### src/rtl/mem_arb_pkg.sv
// Shared types and defaults for the memory port arbiter: FSM state and
// transaction owner encodings plus the default port widths.
package mem_arb_pkg;

    typedef enum logic [1:0] {
        ST_IDLE = 2'd0,
        ST_REQ  = 2'd1,
        ST_RESP = 2'd2
    } state_e;

    typedef enum logic {
        OWN_DM = 1'b0,
        OWN_IF = 1'b1
    } owner_e;

    localparam int DEF_ADDR_W       = 16;
    localparam int DEF_DATA_W       = 16;
    localparam int DEF_STARVE_LIMIT = 4;
    localparam int STARVE_W         = 4;

    // Saturating increment of the starvation count.
    function automatic logic [STARVE_W-1:0] sat_inc(input logic [STARVE_W-1:0] v);
        if (v == {STARVE_W{1'b1}}) begin
            sat_inc = v;
        end else begin
            sat_inc = v + {{(STARVE_W-1){1'b0}}, 1'b1};
        end
    endfunction

endpackage

### src/rtl/mem_arb_starve_ctr.sv
// Saturating count of consecutive arbitrations a pending fetch has lost;
// ge_limit forces the fetch to win once the limit is reached.
module mem_arb_starve_ctr
    import mem_arb_pkg::*;
#(
    parameter int LIMIT = DEF_STARVE_LIMIT
) (
    input  logic clk,
    input  logic rst,
    input  logic inc,
    input  logic clr,
    output logic ge_limit
);

    localparam logic [STARVE_W-1:0] LIMIT_C = STARVE_W'(LIMIT);

    logic [STARVE_W-1:0] cnt_q;
    logic [STARVE_W-1:0] cnt_d;

    // Clear wins over increment: a fetch grant always restarts the count.
    always_comb begin
        cnt_d = cnt_q;
        if (clr) begin
            cnt_d = {STARVE_W{1'b0}};
        end else if (inc) begin
            cnt_d = sat_inc(cnt_q);
        end else begin
            cnt_d = cnt_q;
        end
    end

    // Counter register.
    always_ff @(posedge clk) begin
        if (rst) begin
            cnt_q <= {STARVE_W{1'b0}};
        end else begin
            cnt_q <= cnt_d;
        end
    end

    assign ge_limit = (cnt_q >= LIMIT_C);

endmodule

### src/rtl/mem_port_arbiter.sv
// Shares one single-ported memory between the fetch and data requesters,
// one transaction outstanding, data priority with fetch starvation guard.
module mem_port_arbiter
    import mem_arb_pkg::*;
#(
    parameter int ADDR_W       = DEF_ADDR_W,
    parameter int DATA_W       = DEF_DATA_W,
    parameter int STARVE_LIMIT = DEF_STARVE_LIMIT
) (
    input  logic              clk,
    input  logic              rst,
    input  logic              if_req,
    input  logic [ADDR_W-1:0] if_addr,
    output logic              if_gnt,
    output logic              if_rvalid,
    output logic [DATA_W-1:0] if_rdata,
    input  logic              dm_req,
    input  logic              dm_we,
    input  logic [ADDR_W-1:0] dm_addr,
    input  logic [DATA_W-1:0] dm_wdata,
    output logic              dm_gnt,
    output logic              dm_rvalid,
    output logic [DATA_W-1:0] dm_rdata,
    output logic              mem_req,
    output logic              mem_we,
    output logic [ADDR_W-1:0] mem_addr,
    output logic [DATA_W-1:0] mem_wdata,
    input  logic              mem_ready,
    input  logic              mem_rvalid,
    input  logic [DATA_W-1:0] mem_rdata,
    output logic              busy,
    output logic              stray_resp
);

    state_e              state_q, state_d;
    owner_e              owner_q, owner_d;
    logic                mem_req_q, mem_req_d;
    logic                mem_we_q, mem_we_d;
    logic [ADDR_W-1:0]   mem_addr_q, mem_addr_d;
    logic [DATA_W-1:0]   mem_wdata_q, mem_wdata_d;
    logic                if_gnt_q, if_gnt_d;
    logic                dm_gnt_q, dm_gnt_d;
    logic                if_rvalid_q, if_rvalid_d;
    logic                dm_rvalid_q, dm_rvalid_d;
    logic [DATA_W-1:0]   if_rdata_q, if_rdata_d;
    logic [DATA_W-1:0]   dm_rdata_q, dm_rdata_d;
    logic                busy_q, busy_d;
    logic                stray_q, stray_d;

    logic if_win, dm_win, starve_ge, resp_done;

    assign if_win    = (state_q == ST_IDLE) && if_req && (!dm_req || starve_ge);
    assign dm_win    = (state_q == ST_IDLE) && dm_req && !if_win;
    assign resp_done = (state_q == ST_RESP) && mem_rvalid;

    mem_arb_starve_ctr #(
        .LIMIT (STARVE_LIMIT)
    ) u_starve (
        .clk      (clk),
        .rst      (rst),
        .inc      (dm_win && if_req),
        .clr      (if_win),
        .ge_limit (starve_ge)
    );

    // Next-state logic; a read response arriving with mem_ready is ignored.
    always_comb begin
        state_d = state_q;
        case (state_q)
            ST_IDLE: begin
                if (if_win || dm_win) begin
                    state_d = ST_REQ;
                end else begin
                    state_d = ST_IDLE;
                end
            end
            ST_REQ: begin
                if (mem_ready) begin
                    state_d = mem_we_q ? ST_IDLE : ST_RESP;
                end else begin
                    state_d = ST_REQ;
                end
            end
            ST_RESP: begin
                if (mem_rvalid) begin
                    state_d = ST_IDLE;
                end else begin
                    state_d = ST_RESP;
                end
            end
            default: state_d = ST_IDLE;
        endcase
    end

    // Output and datapath next values; request fields are latched only on a win.
    always_comb begin
        owner_d     = owner_q;
        mem_we_d    = mem_we_q;
        mem_addr_d  = mem_addr_q;
        mem_wdata_d = mem_wdata_q;
        if_rdata_d  = if_rdata_q;
        dm_rdata_d  = dm_rdata_q;
        if (if_win) begin
            owner_d     = OWN_IF;
            mem_we_d    = 1'b0;
            mem_addr_d  = if_addr;
            mem_wdata_d = {DATA_W{1'b0}};
        end else if (dm_win) begin
            owner_d     = OWN_DM;
            mem_we_d    = dm_we;
            mem_addr_d  = dm_addr;
            mem_wdata_d = dm_wdata;
        end else begin
            owner_d     = owner_q;
        end
        if (resp_done && (owner_q == OWN_IF)) begin
            if_rdata_d = mem_rdata;
        end else if (resp_done) begin
            dm_rdata_d = mem_rdata;
        end else begin
            if_rdata_d = if_rdata_q;
        end
        mem_req_d   = (state_d == ST_REQ);
        if_gnt_d    = if_win;
        dm_gnt_d    = dm_win;
        if_rvalid_d = resp_done && (owner_q == OWN_IF);
        dm_rvalid_d = resp_done && (owner_q == OWN_DM);
        busy_d      = (state_d != ST_IDLE);
        stray_d     = stray_q || (mem_rvalid && (state_q != ST_RESP));
    end

    // State and output registers; reset abandons any transaction in flight.
    always_ff @(posedge clk) begin
        if (rst) begin
            state_q     <= ST_IDLE;
            owner_q     <= OWN_DM;
            mem_req_q   <= 1'b0;
            mem_we_q    <= 1'b0;
            mem_addr_q  <= {ADDR_W{1'b0}};
            mem_wdata_q <= {DATA_W{1'b0}};
            if_gnt_q    <= 1'b0;
            dm_gnt_q    <= 1'b0;
            if_rvalid_q <= 1'b0;
            dm_rvalid_q <= 1'b0;
            if_rdata_q  <= {DATA_W{1'b0}};
            dm_rdata_q  <= {DATA_W{1'b0}};
            busy_q      <= 1'b0;
            stray_q     <= 1'b0;
        end else begin
            state_q     <= state_d;
            owner_q     <= owner_d;
            mem_req_q   <= mem_req_d;
            mem_we_q    <= mem_we_d;
            mem_addr_q  <= mem_addr_d;
            mem_wdata_q <= mem_wdata_d;
            if_gnt_q    <= if_gnt_d;
            dm_gnt_q    <= dm_gnt_d;
            if_rvalid_q <= if_rvalid_d;
            dm_rvalid_q <= dm_rvalid_d;
            if_rdata_q  <= if_rdata_d;
            dm_rdata_q  <= dm_rdata_d;
            busy_q      <= busy_d;
            stray_q     <= stray_d;
        end
    end

    assign if_gnt     = if_gnt_q;
    assign if_rvalid  = if_rvalid_q;
    assign if_rdata   = if_rdata_q;
    assign dm_gnt     = dm_gnt_q;
    assign dm_rvalid  = dm_rvalid_q;
    assign dm_rdata   = dm_rdata_q;
    assign mem_req    = mem_req_q;
    assign mem_we     = mem_we_q;
    assign mem_addr   = mem_addr_q;
    assign mem_wdata  = mem_wdata_q;
    assign busy       = busy_q;
    assign stray_resp = stray_q;

endmodule

### config.mk
export PLATFORM = sky130hd
export DESIGN_NAME = mem_port_arbiter
export DESIGN_NICKNAME = d
export VERILOG_FILES = /design/src/rtl/mem_arb_pkg.sv /design/src/rtl/mem_arb_starve_ctr.sv /design/src/rtl/mem_port_arbiter.sv
export SDC_FILE = /design/constraint.sdc
export NUM_CORES = 1
export LEC_CHECK = 0
export BUFFER_PORTS_ARGS = -buffer_cell sky130_fd_sc_hd__buf_2
export CAP_MARGIN = 20
export CELL_PAD_IN_SITES_DETAIL_PLACEMENT = 0
export CELL_PAD_IN_SITES_GLOBAL_PLACEMENT = 1
export CORE_MARGIN = 8
export CORE_UTILIZATION = 32
export DETAILED_ROUTE_END_ITERATION = 8
export PLACE_DENSITY = 0.84
export REMOVE_ABC_BUFFERS = 1
export SETUP_SLACK_MARGIN = 0.5
export SYNTH_ARGS = -nofsm -noshare
export SYNTH_HDL_FRONTEND = slang
export SYNTH_SLANG_ARGS = --single-unit
### constraint.sdc
create_clock -name clk -period 2.1 [get_ports clk]
set_input_delay 0 -clock clk [delete_from_list [all_inputs] [get_ports clk]]
set_output_delay 0 -clock clk [all_outputs]
set_load 0.01 [all_outputs]
Yosys cells after proc, flatten, opt, wreduce, memory -nomap -nowiden
Index checks and enable logic that the tools add are counted.

word-level totals
  memories = 0
  bits in read-only memories = 0
  output and inout port bits = 72
  word-level logic and storage cells = 54
  bits in writable memories = 0
  register bits after elaboration = 79
  latch bits = 0
  input bits = 71

operators by class
  bitwise gates (word level) = 3
  shift-type cells = 0
  $mul = 0
  $lt $le $gt $ge = 1
  add/subtract/negate cells = 1
  divide/modulo/power cells = 0
  muxes and demuxes = 9
  reductions and logical operators = 20
  eq/ne operators = 5

operators by type and width
  cell                   count
  $mux W16               2
  $logic_and A1 B1 Y1    9
  $mux W2                3
  $pmux W2 S3            1
  $add A4 B1 Y4 const B  1
  $eq A2 B1 Y1 const B   2
  $eq A4 B4 Y1 const B   1
  $ge A4 B3 Y1 const B   1
  $reduce_and A2 Y1      2
  $reduce_bool A2 Y1     2
  $logic_or A1 B1 Y1     3
  $mux W1                3
  $not A1 Y1             3
  $eq A2 B2 Y1 const B   1
  $logic_not A1 Y1       2
  $logic_not A2 Y1       1
  $ne A2 B2 Y1 const B   1
  $reduce_or A2 Y1       1

Longest topological paths before layout
Gate-level depths: netlist of run 1.

  depth in word-level cells = 9
  mapped depth = 6
  depth with buffers taken out = 4

Modules after synthesis
Synthesis of run 1 repeated with hierarchy kept, for this count alone.

unflattened totals
  cell total of the unflattened synthesis = 358
  area, all modules = 3,166.8 um2

by module, submodules not included
  module              sequential area each (um2)  instances  area each (um2)  cells each
  mem_port_arbiter    1,501.4                     1          2,965.3          334
  mem_arb_starve_ctr  80.1                        1          201.4            24

Worst setup path after synthesis of run 1
OpenSTA, ideal clock, no wires.

  path kind = reg-to-reg
  from = reg state_q[1]
  to = reg mem_addr_q[14], in the netlist mem_addr[14]
  cell stages (with the launch flop) = 7
  slack = 0.561 ns
  arrival time = 1.402 ns
  path buffers = 3
  required time = 1.963 ns
  setup time = 0.137 ns
  period minus slack after synthesis = 1.539 ns
  cells stage by stage = dfxtp_1 > buf_2 > or3b_1 > buf_2 > clkbuf_1 > a22oi_1 > a221oi_2

between the ends
  cells in the longest elaborated chain, start to end = 6
  elaborated cells on any way between the ends = 8
  those cells by class = mux: 1; reduce/logical: 7

RTL lines
  element                            line                                            text
  start: declaration                 mem_port_arbiter.sv:35                          state_e state_q, state_d;
  start signal: assignment           mem_port_arbiter.sv:150                         state_q <= state_d;
  $logic_not A2 Y1 (*)               mem_port_arbiter.sv:52, mem_port_arbiter.sv:53
  $logic_and A1 B1 Y1 (2 in series)  mem_port_arbiter.sv:52                          assign if_win = (state_q == ST_IDLE) && if_req && (!dm_req || starve_ge);
  $logic_not A1 Y1                   mem_port_arbiter.sv:53                          assign dm_win = (state_q == ST_IDLE) && dm_req && !if_win;
  $logic_and A1 B1 Y1                mem_port_arbiter.sv:53
  $reduce_bool A2 Y1 (no line)       --
  end signal: assignment             mem_port_arbiter.sv:139                         mem_addr_q <= {ADDR_W{1'b0}};
  end signal: assignment             mem_port_arbiter.sv:154                         mem_addr_q <= mem_addr_d;
  end: declaration                   mem_port_arbiter.sv:39                          logic [ADDR_W-1:0] mem_addr_q, mem_addr_d;

Mark *: on every way between the ends. The rest lies on a longest branch, timed or not.
A chain may end at the register's enable or synchronous reset.

Final worst setup path of run 1
  from = in dm_req
  to = reg mem_addr_q[9], in the netlist mem_addr[9]

between the ends
  cells in the longest elaborated chain, start to end = 6
  elaborated cells on any way between the ends = 8
  those cells by class = mux: 1; reduce/logical: 7

RTL lines
  element                       line                    text
  start: declaration            mem_port_arbiter.sv:17  input logic dm_req,
  $logic_not A1 Y1              mem_port_arbiter.sv:52
  $logic_or A1 B1 Y1            mem_port_arbiter.sv:52
  $logic_and A1 B1 Y1           mem_port_arbiter.sv:52
  $logic_not A1 Y1              mem_port_arbiter.sv:53
  $logic_and A1 B1 Y1           mem_port_arbiter.sv:53
  $reduce_bool A2 Y1 (no line)  --

Parallel ways exist; a longest one is shown, timed or not.

==> impl_results.md, run 1 <==
* Drt pass-1 iters at 6
* Num rows at 35
* Synth top area share at 51.7%
* Ys flop type: dfxtp_1
* Core area at 9240 um2
* Max_cap viols at 0
* Most area-consuming cells after synthesis: dfxtp_1 (52%), nand2_1 (14%), a21oi_1 (8.7%)
* Syn avg cell area at 8.49 um2
* Max-slew headroom at 61.9%
* Power after layout at 3.20 mW
* Hold crit path type: in -> reg
* Netlist Area Pre-Place at 3060 um2
* Max Root-Sink Buffers at 2
* EDFF count, synth at 0
* Worst endpoint required time at 2.31 ns
* CTS Root Cell: clkbuf_8
* Synth area leader: dfxtp_1
* Clock latency on the worst-skew pair at 0.35 ns
* Worst-path maximum fanout at 12
* Tightest Pin Transition at 0.572 ns
* Die X at 114 um
* Crit path buf inv count at 3
* Final-report hold violation count at 0
* # clock sinks at 79
* Cell count after placement at 610
* Status: finished clean
* Critical path's slowest cell: dlygate4sd3_1
* Post-Layout Cell Count at 696
* Nets at 633
* Final Skew at 0.00816 ns
* Total Routing Usage GR at 15.8%
* R2R Setup Slk at 0.64 ns
* Data arrival time of the critical path at 1.69 ns
* Setup crit end kind: flop
* CP startpoint kind: input pin
* Fmax at 0.675 GHz
* Power per standard cell area at 673 nW/um2
* Crit-path leading delay family: buffers and inverters
* Total wire length at 10.4 mm
* GPL Wtd Cong at 0.736
* Final instance area at 4750 um2
* Setup bufs post-CTS at 0
* H-tree levels at 3
* Share of cells above drive strength 1 at 33.2%
* Crit path kind: in -> reg
* Initial antenna violation count at 1
* Mapped Cells at 360
* Initial cell density of the core at 33.1%
* Die Area at 12900 um2
* Crit share post-route at 70.5%
* Reg clk slew, reported paths at 0.09 ns
* Io pins at 143
* Setup_tns at 0 ns
* Synth warn at 0
* TritonCTS clock tree: done
* Finish-stage setup viols at 0
* Fin. max-slew vios at 0
* Synth cell types at 32
* #FFs+latches synth at 79
* Global-route wire length before repair at 16.6 mm
* Die Ht at 114 um
* List of cells traversed by the critical path: dlygate4sd3_1, buf_2, or3b_4, buf_4, a22oi_1, a221oi_2
* Peak VDD IR at 0.000344 V
* Post-route ant nets at 0
* Pin count of the biggest net entering global routing at 35
* Num CTS Buffers at 9
* Leakage power at 2.12 nW
* DRT iter0 DRCs at 156
* DP HPWL at 6.61 mm
* Port bufs at 142
* Seq/Total Area, Yosys at 51.7%
* Grt total ovfl at 0
* Cell Area, Placed at 3860 um2
* DR vias/cell at 4.61
* CP max stage delay at 0.54 ns
* Async set or reset register ratio after synthesis at 0%
* RSZ-0062 raised after global routing: no
* Via Count at 3210
* DRC at 0
* Period minus WS final at 1.48 ns
* P&R area growth vs syn at 55.3%
* Vias in the first global route at 3277
* DR WL/cell at 14.9 um
==> cells in the mapped netlist, drive strengths merged (2+ instances only) <==
library cell / n
inv: 17
nand4bb: 2
dfxtp: 79
o21ai: 2
clkbuf: 19
or3b: 3
a221oi: 16
nor3b: 2
a22oi: 16
buf: 11
nor4b: 2
nand2: 117
nor2: 8
a21oi: 53
==> logic make-up after synthesis <==
logic type               Yosys count  synth area share [%]
adder cells (fa/ha/maj)            1                 0.409
flip-flops                        79                  51.7
buffers and inverters             47                  7.12
AO/OA/AOI/OAI                     91                  20.6
AND/OR/NAND/NOR                  142                  20.2
==> worst reg2reg max path: cells and delay by family (launching register included) <==
family | cells | cell delay (ns)
simple gates | 1 | 0.48
flops | 1 | 0.33
compound gates | 2 | 0.31
buf+inv | 1 | 0.20
==> metal layers <==
| metal | vias to the layer above | share of wire, % | wire length (um) | GRT usage, % |
|---|---|---|---|---|
| met3 | 21 | 6.2 | 643 | 4.60 |
| met4 | 0 | 2.6 | 265 | 6.57 |
| li1 | 1618 | - | - | - |
| met5 | - | 0 | 0 | 0 |
| met2 | 90 | 51 | 5340 | 28.3 |
| met1 | 1481 | 40 | 4120 | 17.1 |
==> cell type report <==
cell class	count	area (um2)
Fill cell	870	4490
Sequential cell	79	1580
Timing Repair Buffer	219	1460
Multi-Input combinational cell	235	1300
Tap cell	129	161
Clock buffer	9	124
Inverter	17	63.8
Clock inverter	7	55.1
Antenna cell	1	2.50
==> flip-flops by register name (all words and copies together), names as in the netlist <==
name / count
dm_rdata: 16
if_rdata: 16
mem_addr: 16
mem_wdata: 16
u_starve.cnt_q: 4
state_q: 2
busy: 1
dm_gnt: 1
dm_rvalid: 1
if_gnt: 1
if_rvalid: 1
mem_req: 1
mem_we: 1
owner_q: 1
stray_resp: 1
==> stage by stage <==
step | utilization (%) | setup slack (ns) | hold slack, ns
final | 51.4 | 0.619 | 0.125
after global routing | 51.4 | 0.522 | 0.143
after CTS | 51.2 | 0.475 | 0.116
after detailed placement | 41.8 | 0.280 | 0.249
after global placement | 41.8 | 0.347 | 0.240
after floorplan | - | -0.257 | 0.0662
==> power by group <==
part	leakage (nW)	switching, mW	internal (mW)
Combinational	1.39	0.267	0.274
Sequential	0.644	0.0471	1.57
Clock	0.0866	0.598	0.442
Total	2.12	0.912	2.28
==> path summary, 6_finish.rpt <==
check,endpoint,start,depth (start not counted)
max,mem_addr[9]$_SDFFE_PP0P_,dm_req,6
min,if_gnt$_SDFF_PP0_,rst,2
max reg2reg,mem_addr[9]$_SDFFE_PP0P_,u_starve.cnt_q[3]$_SDFFE_PP0P_,4
min reg2reg,dm_rdata[6]$_SDFFE_PP0P_,dm_rdata[6]$_SDFFE_PP0P_,2
==> cell usage in the layout (no fill, tap or decap), types with 2 or more instances in the layout <==
cell	synthesis	routed
dfxtp_1	79	77
inv_1	17	17
a21oi_1	53	53
o21ai_0	2	2
nand2_1	117	117
nor4b_1	2	2
dfxtp_2	0	2
clkinvlp_4	0	2
inv_6	0	3
a22oi_1	16	16
dlygate4sd3_1	0	68
and2_4	1	2
nand4bb_1	2	2
clkbuf_8	0	9
buf_4	0	9
a221oi_2	10	10
or3b_4	0	2
nor2_1	8	8
a221oi_1	6	6
buf_2	8	142
==> what timing repair did <==
item	in CTS	in global routing
hold buffers	68	0
setup endpoints to repair	48	41
endpoints found under the hold margin	69	0
pin swaps	0	1
gates cloned	0	1
resized for setup	3	4
Note: power is estimated with default switching activity, not from simulation.
==> inputs of run 2 (changes only) <==
Settings changed: ABC_AREA set to 1, PLACE_DENSITY 0.84 to 0.86.
Clock period 2.1 ns to 1.5 ns, I/O delays scaled along.
==> impl_results.md, run 2 <==
* Peak VDD IR at 0.000466 V (+35%)
* CP max stage delay at 0.38 ns (-0.16 ns)
* Power per standard cell area at 922 nW/um2 (+37%)
* Grt met2 use at 25.7% (-2.6 points)
* Crit path kind: reg -> reg
* Switching part of the total at 27.9% (-0.65 points)
* DRT iter0 DRCs at 223 (+43%)
* Nets at 709 (+12%)
* Crit share post-route at 81.8%
* Gr busiest metal: met2
* Die Area at 13100 um2 (+1.6%)
* DR vias/cell at 4.49 (-2.7%)
* Via Count at 3479 (+8.4%)
* Netlist Area Pre-Place at 3110 um2 (+1.8%)
* Total Routing Usage GR at 15.7% (-0.16 points)
* Flop pwr share at 48.9% (-1.6 points)
* Drt pass-1 iters at 4 (-2)
* Core area at 9590 um2 (+3.8%)
* Final-report hold violation count at 0 (unchanged)
* Clock latency on the worst-skew pair at 0.34 ns (about the same)
* Fin Hold WS at 0.0595 ns (-0.0651 ns)
* # clock sinks at 79 (unchanged)
* P&R area growth vs syn at 61.4%
* R2R Setup Slk at 0.27 ns (-0.37 ns)
* Vias in the first global route at 3411 (+4.1%)
* # diodes at 0 (-1)
* Psw at 1.29 mW (+42%)
* Synth warn at 0 (unchanged)
* Final instance area at 5030 um2 (+5.8%)
* Most area-consuming cells after synthesis: dfxtp_1 (51%), nor2_1 (9.4%), nand2_1 (7.6%)
* Seq/Total Area, Yosys at 50.8% (-0.94 points)
* Max_cap viols at 0 (unchanged)
* Ys flop type: dfxtp_1
* Synth area leader: dfxtp_1
* #FFs+latches synth at 79 (unchanged)
* Leakage power at 2.56 nW (+21%)
* Data arrival time of the critical path at 1.47 ns (-0.22 ns)
* Setup_tns at 0 ns (unchanged)
* Synth top area share at 50.8% (-0.94 points)
* Die Ht at 115 um (+0.79%)
* Port bufs at 142 (unchanged)
* Async set or reset register ratio after synthesis at 0% (unchanged)
* Reg clk slew, reported paths at 0.08 ns (about the same)
* Final Skew at 0.00468 ns (-0.00348 ns)
* Fill cell count at 895 (+2.9%)
* Worst-path maximum fanout at 6 (-6)
* Internal power at 3.34 mW (+46%)
* Tightest Pin Transition at 0.411 ns (-0.160 ns)
* Pin count of the biggest net entering global routing at 41 (+17%)
* DRC at 0 (unchanged)
* Num CTS Buffers at 9 (unchanged)
* Status: finished clean
* Hold crit path type: in -> reg
* Synth cell types at 23 (-28%)
* Max-slew headroom at 72.5% (+11 points)
* TritonCTS clock tree: done
* Cell Area, Placed at 3990 um2 (+3.2%)
* Initial cell density of the core at 32.5% (-0.63 points)
* Cell with the most instances after synthesis: dfxtp_1
* Share of cells above drive strength 1 at 33.5% (+0.27 points)
* Clock Power Share at 31.1% (-1.4 points)
* List of cells traversed by the critical path: inv_4, nand2_4, nor2_8, nand2_8, buf_4, buf_6, nand3_1, a21oi_1
* Post-Layout Cell Count at 775 (+11%)
* Commonest non-fill, non-tap cell in the layout: buf_2
* Post-route ant nets at 0 (unchanged)
* H-tree levels at 3 (unchanged)
* Met3 global-route usage at 6.12% (+1.5 points)
* Max Root-Sink Buffers at 2 (unchanged)
* Io pins at 143 (unchanged)
* Most frequent cells in the layout: buf_2 (143), dfxtp_1 (76), nor2_1 (71), nand2_1 (59), dlygate4sd3_1 (57)
* Final core occ at 52.4% (+1.0 points)
* Fin. max-slew vios at 0 (unchanged)
* DR WL/cell at 13.8 um (-7.6%)
* Initial antenna violation count at 0 (-1)
* Fmax at 0.815 GHz
* Logic pwr share at 20.0% (+3.1 points)
* EDFF count, synth at 0 (unchanged)
* Finish-stage setup viols at 0 (unchanged)
* Total wire length at 10.7 mm (+2.9%)
* Setup crit end kind: flop
* CTS Root Cell: clkbuf_8
* GPL Wtd Cong at 0.794 (+7.8%)
* Most frequent cells after synthesis: dfxtp_1 (79), nor2_1 (78), nand2_1 (63), inv_1 (49), nand3_1 (42)
* RSZ-0062 raised after global routing: yes
* Grt total ovfl at 0 (unchanged)
* Setup ws final at 0.273 ns (-0.346 ns)
* Syn avg cell area at 7.38 um2 (-13%)
* Worst endpoint required time at 1.74 ns (-0.57 ns)
* Setup WS pre-CTS at 0.136 ns (-0.144 ns)
* Global-route wire length before repair at 16.4 mm (-1.4%)
* Power after layout at 4.64 mW (+45%)
* Grt met1 use at 18.1% (+1.0 points)
* Period minus WS final at 1.23 ns
* DP HPWL at 7.08 mm (+7.2%)
* Critical path's slowest cell: dfxtp_4
* Cell count after placement at 689 (+13%)
* Die X at 115 um (+0.79%)
* CP startpoint kind: flop
* Mapped Cells at 422 (+17%)
* Num rows at 36 (+2.9%)
[run 2: cell types whose count changed in the layout (fill, tap and decap cells not counted), sizes merged, moves of 3 or more]
cell,delta
nor2,+73
nand2,-49
buf,+16
o21ai,+40
a21oi,-25
dlygate4sd3,-11
a221oi,-16
or3b,-3
a22oi,-16
nand3,+42
inv,+35
clkbuf,+5
[run 2: what timing repair did]
| item | 4_1_cts | 5_1_grt |
|---|---|---|
| pin swaps | 4 | 3 |
| hold endpoints to repair | 76 | 0 |
| hold buffers | 57 | 0 |
| setup buffers | 6 | 5 |
| gates resized for setup | 34 | 23 |
| cloned | 0 | 2 |
| setup endpoints to repair | 77 | 78 |
[run 2: kinds of logic (layout without fill, tap and decap cells)]
group	count (synthesis)	in the layout	synth area share, %
flops	79	79	50.8
xor+xnor	1	1	0.281
buf+inv	76	296	9.96
compound gates	71	71	11.7
fa+ha+maj	1	1	0.402
simple gates	194	194	26.9
[run 2: cell type report]
class	count	area, um2	share of cell area [%]
Clock inverter	3	17.5	0.348
Multi-Input combinational cell	267	1310	26.1
Inverter	55	219	4.36
Clock buffer	13	159	3.16
Timing Repair Buffer	225	1560	31.1
Tap cell	133	166	3.31
Sequential cell	79	1590	31.6
[run 2: critical path, delay by kind of cell (launching register included)]
kind / cells / cell delay (ns)
compound gates: 1 / 0.06
buf+inv: 3 / 0.35
flops: 1 / 0.38
simple gates: 4 / 0.34
[run 2: power groups by stage]
stage                     Sequential, mW  Combinational, mW  Clock (mW)
after floorplan                     2.35              0.306           0
after global placement              2.31              0.683           0
after detailed placement            2.31              0.695           0
after CTS                           2.26              0.876        1.51
after global routing                2.28               1.02        1.58
final                               2.27              0.929        1.44
[run 2: worst paths after layout]
path | startpoint | to | depth (start not counted)
worst max-delay path | state_q[0]$_SDFF_PP0_ | mem_wdata[6]$_SDFFE_PP0P_ | 8
worst min-delay path | dm_addr[10] | mem_addr[10]$_SDFFE_PP0P_ | 7
worst max register to register | state_q[0]$_SDFF_PP0_ | mem_wdata[6]$_SDFFE_PP0P_ | 8
worst min register to register | if_rdata[8]$_SDFFE_PP0P_ | if_rdata[8]$_SDFFE_PP0P_ | 2
[run 2: layer usage]
| metal | part of all wire, % | wire length [um] | up-vias |
|---|---|---|---|
| met3 | 9.0 | 957 | 8 |
| li1 | - | - | 1757 |
| met1 | 41 | 4420 | 1590 |
| met4 | 0.89 | 95 | 0 |
| met2 | 49 | 5190 | 124 |
| met5 | 0 | 0 | - |
==> inputs of run 3 (changes only) <==
Settings changed: CORE_UTILIZATION 32 to 29, PLACE_DENSITY 0.86 to 0.82.
Clock period 1.5 ns to 1.1 ns, I/O delays scaled along.
==> impl_results.md, run 3 (synthesized netlist as in run 2, its figures left out) <==
* Total Routing Usage GR at 15.9% (+0.24 points)
* Status: finished, violations left
* Clock latency on the worst-skew pair at 0.36 ns (+0.02 ns)
* Die Area at 14300 um2 (+8.9%)
* Post-route ant nets at 0 (unchanged)
* Fin. max-slew vios at 0 (unchanged)
* # clock sinks at 79 (unchanged)
* Setup ws final at -0.148 ns (-0.421 ns)
* Crit share post-route at 113% (+32 points)
* Cell count after placement at 711 (+3.2%)
* Setup crit end kind: flop
* Power per standard cell area at 1170 nW/um2 (+27%)
* Finish-stage setup viols at 70 (+70)
* Global-route wire length before repair at 18.5 mm (+13%)
* R2R Setup Slk at -0.15 ns (-0.42 ns)
* DR vias/cell at 4.59 (+2.3%)
* Pin count of the biggest net entering global routing at 41 (unchanged)
* DR WL/cell at 15.1 um (+9.9%)
* Worst endpoint required time at 1.40 ns (-0.34 ns)
* Most frequent cells in the layout: buf_6 (76), buf_2 (74), dfxtp_2 (67), nor2_1 (66), inv_1 (49)
* Share of cells above drive strength 1 at 56.7% (+23 points)
* Die Ht at 120 um (+4.3%)
* Final Skew at 0.00956 ns (+0.00488 ns)
* Peak VDD IR at 0.000728 V (+56%)
* Io pins at 143 (unchanged)
* Core area at 10700 um2 (+11%)
* Initial cell density of the core at 29.2% (-3.2 points)
* Initial antenna violation count at 0 (unchanged)
* Final-report hold violation count at 15 (+15)
* Max Root-Sink Buffers at 2 (unchanged)
* Hold crit path type: in -> reg
* Violated checks: hold timing, setup timing
* Port bufs at 142 (unchanged)
* Vias in the first global route at 3749 (+9.9%)
* GPL Wtd Cong at 0.753 (-5.2%)
* Max-slew headroom at 85.1% (+13 points)
* Tightest Pin Transition at 0.221 ns (-0.191 ns)
* P&R area growth vs syn at 90.3%
* RSZ-0062 raised after global routing: yes
* Commonest non-fill, non-tap cell in the layout: buf_6
* Num CTS Buffers at 9 (unchanged)
* Crit path kind: reg -> reg
* Die X at 120 um (+4.3%)
* Via Count at 3647 (+4.8%)
* Leakage power at 2.83 nW (+11%)
* Num rows at 38 (+5.6%)
* Fin Hold WS at -0.0653 ns (-0.125 ns)
* Drt pass-1 iters at 4 (unchanged)
* DRC at 0 (unchanged)
* Nets at 721 (+1.7%)
* DRT iter0 DRCs at 135 (-39%)
* CP startpoint kind: flop
* TritonCTS clock tree: done
* Total wire length at 12.0 mm (+13%)
* H-tree levels at 3 (unchanged)
* Grt total ovfl at 0 (unchanged)
* DP HPWL at 7.30 mm (+3.1%)
* CTS Root Cell: clkbuf_8
* Max_cap viols at 0 (unchanged)
* Period minus WS final at 1.25 ns (+0.0212 ns)
* Worst-path maximum fanout at 7 (+1)
* Post-Layout Cell Count at 794 (+2.5%)
* Data arrival time of the critical path at 1.54 ns (+0.07 ns)
* # diodes at 0 (unchanged)
* Fmax at 0.801 GHz (-1.7%)
* Reg clk slew, reported paths at 0.09 ns (about the same)
-- run 3: changes by cell type in the layout (fill, tap and decap cells not counted), moves of 11 or more --
cell,before,now
buf_2,143,74
buf_4,13,35
buf_6,6,76
dfxtp_1,76,8
dfxtp_2,1,67
dlygate4sd3_1,57,41
nand2_1,59,46
nand2_2,4,15
nand3_1,41,27
nand3_2,1,15
o21ai_0,34,9
o21ai_2,2,21
-- run 3: cell type report --
class                           count  area [um2]
Clock buffer                       11         131
Clock inverter                      5        58.8
Fill cell                         937        4720
Inverter                           55         224
Multi-Input combinational cell    267        1550
Sequential cell                    79        1680
Tap cell                          140         175
Timing Repair Buffer              236        2100
Timing Repair inverter              1        8.76
-- run 3: where the power goes --
| part | internal (mW) | leakage, nW | switching [mW] |
|---|---|---|---|
| clock network | 1.05 | 0.0895 | 1.12 |
| registers | 3.03 | 0.676 | 0.116 |
| logic | 0.851 | 2.07 | 0.762 |
| total | 4.93 | 2.83 | 1.99 |
-- run 3: per-stage QoR --
stage          setup TNS, ns  worst slack, ns  util [%]  instance area [um2]  total power [mW]
6_report               -6.07           -0.148      55.6                 5930              6.93
5_1_grt               -11.50           -0.222      55.6                 5930              7.28
4_1_cts                -5.21           -0.106      51.4                 5470              6.74
3_5_place_dp           -6.30           -0.196      39.1                 4170              4.20
3_3_place_gp           -5.05           -0.178      39.1                 4170              4.18
2_1_floorplan         -16.79           -0.447         -                 3010              3.62
-- run 3: what timing repair did --
item                                   4_1_cts  5_1_grt
setup endpoints to repair                  151      151
endpoints found under the hold margin       72        8
pin swaps                                   11       32
cloned                                       3        2
setup buffers                               10       11
hold buffers                                40        1
resized for setup                          182      100
-- run 3: final timing paths --
kind | start | cells past startpoint | end
hold reg to reg | u_starve.cnt_q[3]$_SDFFE_PP0P_ | 2 | u_starve.cnt_q[3]$_SDFFE_PP0P_
hold / removal | mem_rvalid | 3 | stray_resp$_SDFF_PP0_
setup reg to reg | state_q[1]$_SDFF_PP0_ | 8 | mem_wdata[2]$_SDFFE_PP0P_
setup / recovery | state_q[1]$_SDFF_PP0_ | 8 | mem_wdata[2]$_SDFFE_PP0P_
-- run 3: worst max-delay path, stage by stage (launching register included) --
cell     delay [ns]
dfxtp_4        0.37
inv_6          0.07
nand2_4        0.06
nor2_8         0.15
nand2_8        0.11
nand2_8        0.12
buf_12         0.12
nand2_1        0.06
a21oi_2        0.12
-- run 3: routing by layer --
layer  global-route usage [%]  share of wire [%]
met3                     6.76                9.1
met2                     27.0                 50
met5                        0                  0
met4                     5.78                1.3
met1                     17.4                 40
